`src/rtl/nvp_ctrl_regfile.sv`:
```
// rtl/nvp_ctrl_regfile.sv - AXI-Lite control/status register file for one NVP datapath core.
package NVP_v1_constants;
  parameter int CONTROL_AXI_DATA_WIDTH = 32;
  parameter int CONTROL_AXI_ADDR_WIDTH = 8;
endpackage

module nvp_ctrl_regfile #(
  parameter int          C_S_AXI_DATA_WIDTH = NVP_v1_constants::CONTROL_AXI_DATA_WIDTH,
  parameter int          C_S_AXI_ADDR_WIDTH = NVP_v1_constants::CONTROL_AXI_ADDR_WIDTH,
  parameter logic [31:0] VERSION            = 32'h0001_0000
) (
  input  logic                            S_AXI_ACLK,
  input  logic                            S_AXI_ARESETN,
  input  logic [C_S_AXI_ADDR_WIDTH-1:0]   S_AXI_AWADDR,
  input  logic                            S_AXI_AWVALID,
  output logic                            S_AXI_AWREADY,
  input  logic [C_S_AXI_DATA_WIDTH-1:0]   S_AXI_WDATA,
  input  logic [C_S_AXI_DATA_WIDTH/8-1:0] S_AXI_WSTRB,
  input  logic                            S_AXI_WVALID,
  output logic                            S_AXI_WREADY,
  output logic [1:0]                      S_AXI_BRESP,
  output logic                            S_AXI_BVALID,
  input  logic                            S_AXI_BREADY,
  input  logic [C_S_AXI_ADDR_WIDTH-1:0]   S_AXI_ARADDR,
  input  logic                            S_AXI_ARVALID,
  output logic                            S_AXI_ARREADY,
  output logic [C_S_AXI_DATA_WIDTH-1:0]   S_AXI_RDATA,
  output logic [1:0]                      S_AXI_RRESP,
  output logic                            S_AXI_RVALID,
  input  logic                            S_AXI_RREADY,
  output logic                            start_o,
  output logic                            soft_rst_o,
  output logic [3:0][31:0]                cfg_o,
  input  logic                            busy_i,
  input  logic                            done_i,
  output logic                            irq_o
);

  if (C_S_AXI_DATA_WIDTH != 32) begin : g_bad_dw
    $error("nvp_ctrl_regfile: C_S_AXI_DATA_WIDTH must be 32");
  end
  if (C_S_AXI_ADDR_WIDTH < 5) begin : g_bad_aw
    $error("nvp_ctrl_regfile: C_S_AXI_ADDR_WIDTH must be >= 5");
  end

  logic              bvalid, rvalid;
  logic [1:0]        bresp, rresp;
  logic [31:0]       rdata, rd_val, scratch_q;
  logic [3:0][31:0]  cfg_q;
  logic              irq_en, done_q, err_q, start_q, soft_q, irq_q;
  logic              aw_bad, ar_bad, wr_hs, rd_hs, wr_ok, ctrl_wr, status_wr, start_req;
  logic [2:0]        wr_idx, rd_idx;
  logic              unused_addr_lsbs;

  // Address bits above the 8-word window flag the access as a slave error.
  if (C_S_AXI_ADDR_WIDTH > 5) begin : g_hi
    assign aw_bad = |S_AXI_AWADDR[C_S_AXI_ADDR_WIDTH-1:5];
    assign ar_bad = |S_AXI_ARADDR[C_S_AXI_ADDR_WIDTH-1:5];
  end else begin : g_no_hi
    assign aw_bad = 1'b0;
    assign ar_bad = 1'b0;
  end

  assign unused_addr_lsbs = &{1'b0, S_AXI_AWADDR[1:0], S_AXI_ARADDR[1:0]};

  assign wr_idx    = S_AXI_AWADDR[4:2];
  assign rd_idx    = S_AXI_ARADDR[4:2];
  assign wr_hs     = S_AXI_ARESETN & S_AXI_AWVALID & S_AXI_WVALID & ~bvalid;
  assign rd_hs     = S_AXI_ARESETN & S_AXI_ARVALID & ~rvalid;
  assign wr_ok     = wr_hs & ~aw_bad;
  assign ctrl_wr   = wr_ok & (wr_idx == 3'd0) & S_AXI_WSTRB[0];
  assign status_wr = wr_ok & (wr_idx == 3'd1) & S_AXI_WSTRB[0];
  assign start_req = ctrl_wr & S_AXI_WDATA[0];

  function automatic logic [31:0] merge(input logic [31:0] old, input logic [31:0] data,
                                        input logic [3:0] strb);
    merge = old;
    for (int b = 0; b < 4; b++)
      if (strb[b]) merge[8*b +: 8] = data[8*b +: 8];
  endfunction

  always_comb begin
    rd_val = '0;
    case (rd_idx)
      3'd0: rd_val = {29'd0, irq_en, 2'b00};
      3'd1: rd_val = {29'd0, err_q, done_q, busy_i};
      3'd2: rd_val = cfg_q[0];
      3'd3: rd_val = cfg_q[1];
      3'd4: rd_val = cfg_q[2];
      3'd5: rd_val = cfg_q[3];
      3'd6: rd_val = VERSION;
      3'd7: rd_val = scratch_q;
      default: rd_val = '0;
    endcase
  end

  always_ff @(posedge S_AXI_ACLK or negedge S_AXI_ARESETN) begin
    if (!S_AXI_ARESETN) begin
      bvalid    <= 1'b0;
      bresp     <= 2'b00;
      rvalid    <= 1'b0;
      rresp     <= 2'b00;
      rdata     <= '0;
      cfg_q     <= '0;
      scratch_q <= '0;
      irq_en    <= 1'b0;
      done_q    <= 1'b0;
      err_q     <= 1'b0;
      start_q   <= 1'b0;
      soft_q    <= 1'b0;
      irq_q     <= 1'b0;
    end else begin
      start_q <= start_req & ~busy_i;
      soft_q  <= ctrl_wr & S_AXI_WDATA[1];
      // Hardware set beats a same-cycle W1C so no event is lost.
      done_q  <= done_i | (done_q & ~(status_wr & S_AXI_WDATA[1]));
      err_q   <= (start_req & busy_i) | (err_q & ~(status_wr & S_AXI_WDATA[2]));
      irq_q   <= irq_en & (done_q | err_q);
      if (ctrl_wr) irq_en <= S_AXI_WDATA[2];
      for (int i = 0; i < 4; i++)
        if (wr_ok && wr_idx == 3'(i + 2))
          cfg_q[i] <= merge(cfg_q[i], S_AXI_WDATA, S_AXI_WSTRB);
      if (wr_ok && wr_idx == 3'd7)
        scratch_q <= merge(scratch_q, S_AXI_WDATA, S_AXI_WSTRB);

      if (wr_hs) begin
        bvalid <= 1'b1;
        bresp  <= aw_bad ? 2'b10 : 2'b00;
      end else if (S_AXI_BREADY) begin
        bvalid <= 1'b0;
      end

      if (rd_hs) begin
        rvalid <= 1'b1;
        rresp  <= ar_bad ? 2'b10 : 2'b00;
        rdata  <= ar_bad ? 32'd0 : rd_val;
      end else if (S_AXI_RREADY) begin
        rvalid <= 1'b0;
      end
    end
  end

  assign S_AXI_AWREADY = wr_hs;
  assign S_AXI_WREADY  = wr_hs;
  assign S_AXI_ARREADY = rd_hs;
  assign S_AXI_BVALID  = bvalid;
  assign S_AXI_BRESP   = bresp;
  assign S_AXI_RVALID  = rvalid;
  assign S_AXI_RRESP   = rresp;
  assign S_AXI_RDATA   = rdata;
  assign start_o       = start_q;
  assign soft_rst_o    = soft_q;
  assign cfg_o         = cfg_q;
  assign irq_o         = irq_q;

endmodule

```
`config.mk`:
```
export PLATFORM = sky130hd
export DESIGN_NAME = nvp_ctrl_regfile
export DESIGN_NICKNAME = d
export VERILOG_FILES = /design/src/rtl/nvp_ctrl_regfile.sv
export SDC_FILE = /design/constraint.sdc
export NUM_CORES = 1
export LEC_CHECK = 0
export BUFFER_PORTS_ARGS = -buffer_cell sky130_fd_sc_hd__buf_2
export CAP_MARGIN = 20
export CORE_MARGIN = 5
export CORE_UTILIZATION = 35
export CTS_CLUSTER_SIZE = 24
export DETAILED_ROUTE_END_ITERATION = 6
export PLACE_DENSITY = 0.66
export REMOVE_ABC_BUFFERS = 1
export SLEW_MARGIN = 5
export SYNTH_ARGS = -nofsm -noshare
export SYNTH_HDL_FRONTEND = slang
export SYNTH_SLANG_ARGS = --single-unit
```
`constraint.sdc`:
```
create_clock -name S_AXI_ACLK -period 2.15 [get_ports S_AXI_ACLK]
set_input_delay 0.1075 -clock S_AXI_ACLK [delete_from_list [all_inputs] [get_ports S_AXI_ACLK]]
set_output_delay 0.1075 -clock S_AXI_ACLK [all_outputs]
set_load 0.01 [all_outputs]
```
==> flow_metrics.py <==
metrics = {
    "run_status": {
        "status": "complete, no violations",
    },
    "clocking": {
        "tritoncts": "yes",
        "htree_levels": 1,
        "numCtsBuffers": 23,
        "clk_latency_ns": 0.52,
        "clk_path_buf_depth": 3,
        "path_clk_slew_ns": 0.06,
        "cts-root-buf": "clkbuf_16",
        "clock_sinks": 202,
    },
    "route": {
        "first_pass_iters": 5,
        "num_vias": 6560,
        "drc": 0,
        "drt_first_iter_violations": 373,
        "drt-wirelength-per-cell_um": 21.5,
        "drt_wl_total_um": 27700,
        "ant_nets": 0,
        "vias_per_cell": 5.09,
    },
    "critical_path": {
        "crit_arrival_ns": 2.48,
        "endpoint_kind": "flop",
        "start_kind": "flop",
        "worstPathMaxFanout": 8,
        "worst-setup-path-type": "reg2reg",
        "worstPathRequired_ns": 2.54,
    },
    "power_and_ir_drop": {
        "leakagePower_nw": 6.35,
        "peakVddDrop_uv": 470,
        "power_density_nw_per_um2": 727,
    },
    "yosys": {
        "ys_seq_area_frac": 0.573,
        "synth.distinct_cells": 44,
        "async_flop_share": 1.00,
        "synth_top_family_by_area": "multiplexers",
        "syn_inst": 634,
        "synth_compound_area_frac": 0.0826,
        "yosys_register_bits": 202,
        "synth_area_leaders": "dfrtp_1 (57%), mux2_2 (22%), mux2i_1 (2.6%)",
        "synth.yosys.warnings": 0,
        "postSynthAreaPerCell_sq_um": 13.9,
        "synthSimpleGateAreaFrac": 0.0542,
        "synth_xor_area_frac": 0,
        "synthMuxAreaShare": 0.266,
        "synth_top_area_frac": 0.573,
        "yosysTopAreaCell": "dfrtp_1",
        "ys.flop_type": "dfrtp_1",
        "synth_edf_count": 0,
        "synth_fa_ha_area_frac": 0,
        "syn_area_sq_um": 8820,
    },
    "cells_and_area": {
        "final_nets": 1002,
        "final_layout_size_suffix_gt1_frac": 0.538,
        "fin_util": 0.479,
        "area_growth_pct": 35.6,
        "largest_register_ffs": 128,
        "postLayoutCellArea_sq_um": 12000,
    },
    "sta": {
        "worstMarginPinSlew_ns": 0.885,
        "fin_crit_ns": 2.09,
        "fmax_mhz": 478,
        "hold_viol": 0,
        "setup_violations": 0,
        "fin_crit_sh": 0.974,
        "setup_slack_ns": 0.0569,
        "fin_skew_ns": 0.0216,
        "max-slew-margin-rel": 0.410,
        "slew_viol_final": 0,
        "hold_slack_ns": 0.0234,
        "setup_tns_ns": 0,
    },
    "placed_design": {
        "dp_hpwl_um": 18300,
        "io_buffers": 226,
        "placed_cell_area_sq_um": 10800,
        "place.gp.congestion": 0.761,
        "dp_slack_ns": -0.0553,
    },
    "die": {
        "die_w_um": 169,
        "fp.coreArea_sq_um": 25000,
        "placementRows": 58,
        "ios": 233,
        "die_h_um": 169,
        "die_area_sq_um": 28500,
        "initial_core_util": 0.353,
    },
    "global_routing": {
        "antenna_found_initial": 7,
        "grt-ovfl-total": 0,
        "grt_max_degree": 145,
        "first_global_vias": 7012,
        "grt_pass1_wl_um": 42700,
        "grt_util_all_layers": 0.193,
    },
    "worst_hold_path": {
        "hold_class": "in2reg",
    },
    "run": {
        "drv_cap": 0,
    },
}
-- Yosys cell counts, types with 2 or more instances --
library cell,count
nor4_1,2
nor3_1,5
inv_1,17
clkbuf_1,20
or3_1,3
a221oi_1,19
a222oi_1,10
o21a_1,2
o22ai_1,2
o31ai_1,4
buf_2,2
and3_1,2
mux2_4,8
nor2_1,3
nor2b_1,3
nand2_1,35
nor2_4,4
nand3_1,4
nor3b_4,3
o21ai_0,23
o2bb2ai_1,18
mux2i_1,23
dfrtp_1,202
mux2_2,175
nand2b_1,4
a21oi_1,4
buf_6,2
buf_4,3
nor2_2,4
buf_1,5
a22o_1,10
-- critical path, cell delays in order, from the launching register on --
cell	delay, ns
dfrtp_1	0.39
nand4b_4	0.23
or4b_4	0.55
buf_4	0.18
nor2_4	0.13
buf_12	0.15
mux2_2	0.33
-- metal layers --
metal / up-vias / global-route usage / part of all wire
met1: 3337 / 0.260 / 0.43
li1: 2972 / - / -
met3: 46 / 0.0511 / 0.076
met4: 12 / 0.0385 / 0.018
met5: - / 0 / 0.0030
met2: 193 / 0.317 / 0.47
-- power by group --
part	total [mW]	internal, mW	switching (mW)
sequential	3.95	3.89	0.0605
combinational	0.658	0.276	0.382
clock	4.09	2.52	1.57
total	8.69	6.68	2.01
-- stage by stage --
step                cells  total power [mW]
floorplan             603              4.22
global placement     1207              4.61
detailed placement   1207              4.62
CTS                  1287              8.81
global route         1288              9.02
finish               1288              8.69
-- cell usage in the layout (no fill, tap or decap), types with 4 or more instances in the layout --
cell and instances:
nand2b_1 4, mux2_2 175, dfrtp_1 202, nor2_4 4, clkbuf_16 23, a22o_1 10
buf_12 12, a222oi_1 10, nand3_1 4, mux2_4 8, bufinv_16 4, dlygate4sd3_1 39
mux2i_1 23, nor2_2 4, buf_4 36, buf_2 225, a21oi_1 4, nand2_1 35
clkinv_2 5, o2bb2ai_1 18, o21ai_0 23, inv_1 17, o31ai_1 4, a221oi_1 19
clkbuf_1 4
-- cell type report --
| cell class | instances | area, sq um |
|---|---|---|
| multi-input combinational | 384 | 3600 |
| sequential | 202 | 5050 |
| antenna | 1 | 2.50 |
| clock buffer | 29 | 618 |
| inverter | 17 | 63.8 |
| timing repair buffer | 313 | 2040 |
| fill | 2326 | 13000 |
| tap | 330 | 413 |
| clock inverter | 12 | 169 |
-- worst paths after layout --
kind	startpoint	end	slack, ns	depth (start not counted)
worst max-delay path	S_AXI_BVALID	cfg_o[97]	0.06	6
worst min-delay path	S_AXI_AWVALID	S_AXI_BRESP[1]	0.02	3
worst max register to register	S_AXI_BVALID	cfg_o[97]	0.06	6
worst min register to register	S_AXI_RDATA[31]	S_AXI_RDATA[31]	0.47	2
max in group asynchronous	S_AXI_ARESETN	cfg_o[52]	0.53	4
min in group asynchronous	S_AXI_ARESETN	S_AXI_BRESP[1]	0.29	3
-- logic make-up after synthesis --
family                 Yosys count
AO/OA/AOI/OAI                   95
multiplexers                   207
flip-flops                     202
other                            1
buffers and inverters           49
AND/OR/NAND/NOR                 80
-- timing repair --
item	CTS	global route
pin swaps	0	0
resized for setup	1	3
cloned	0	0
setup buffers	0	0
hold buffers	39	0
endpoints found under the hold margin	311	0
setup endpoints to repair	67	28
Note: power is estimated with default switching activity, not from simulation.
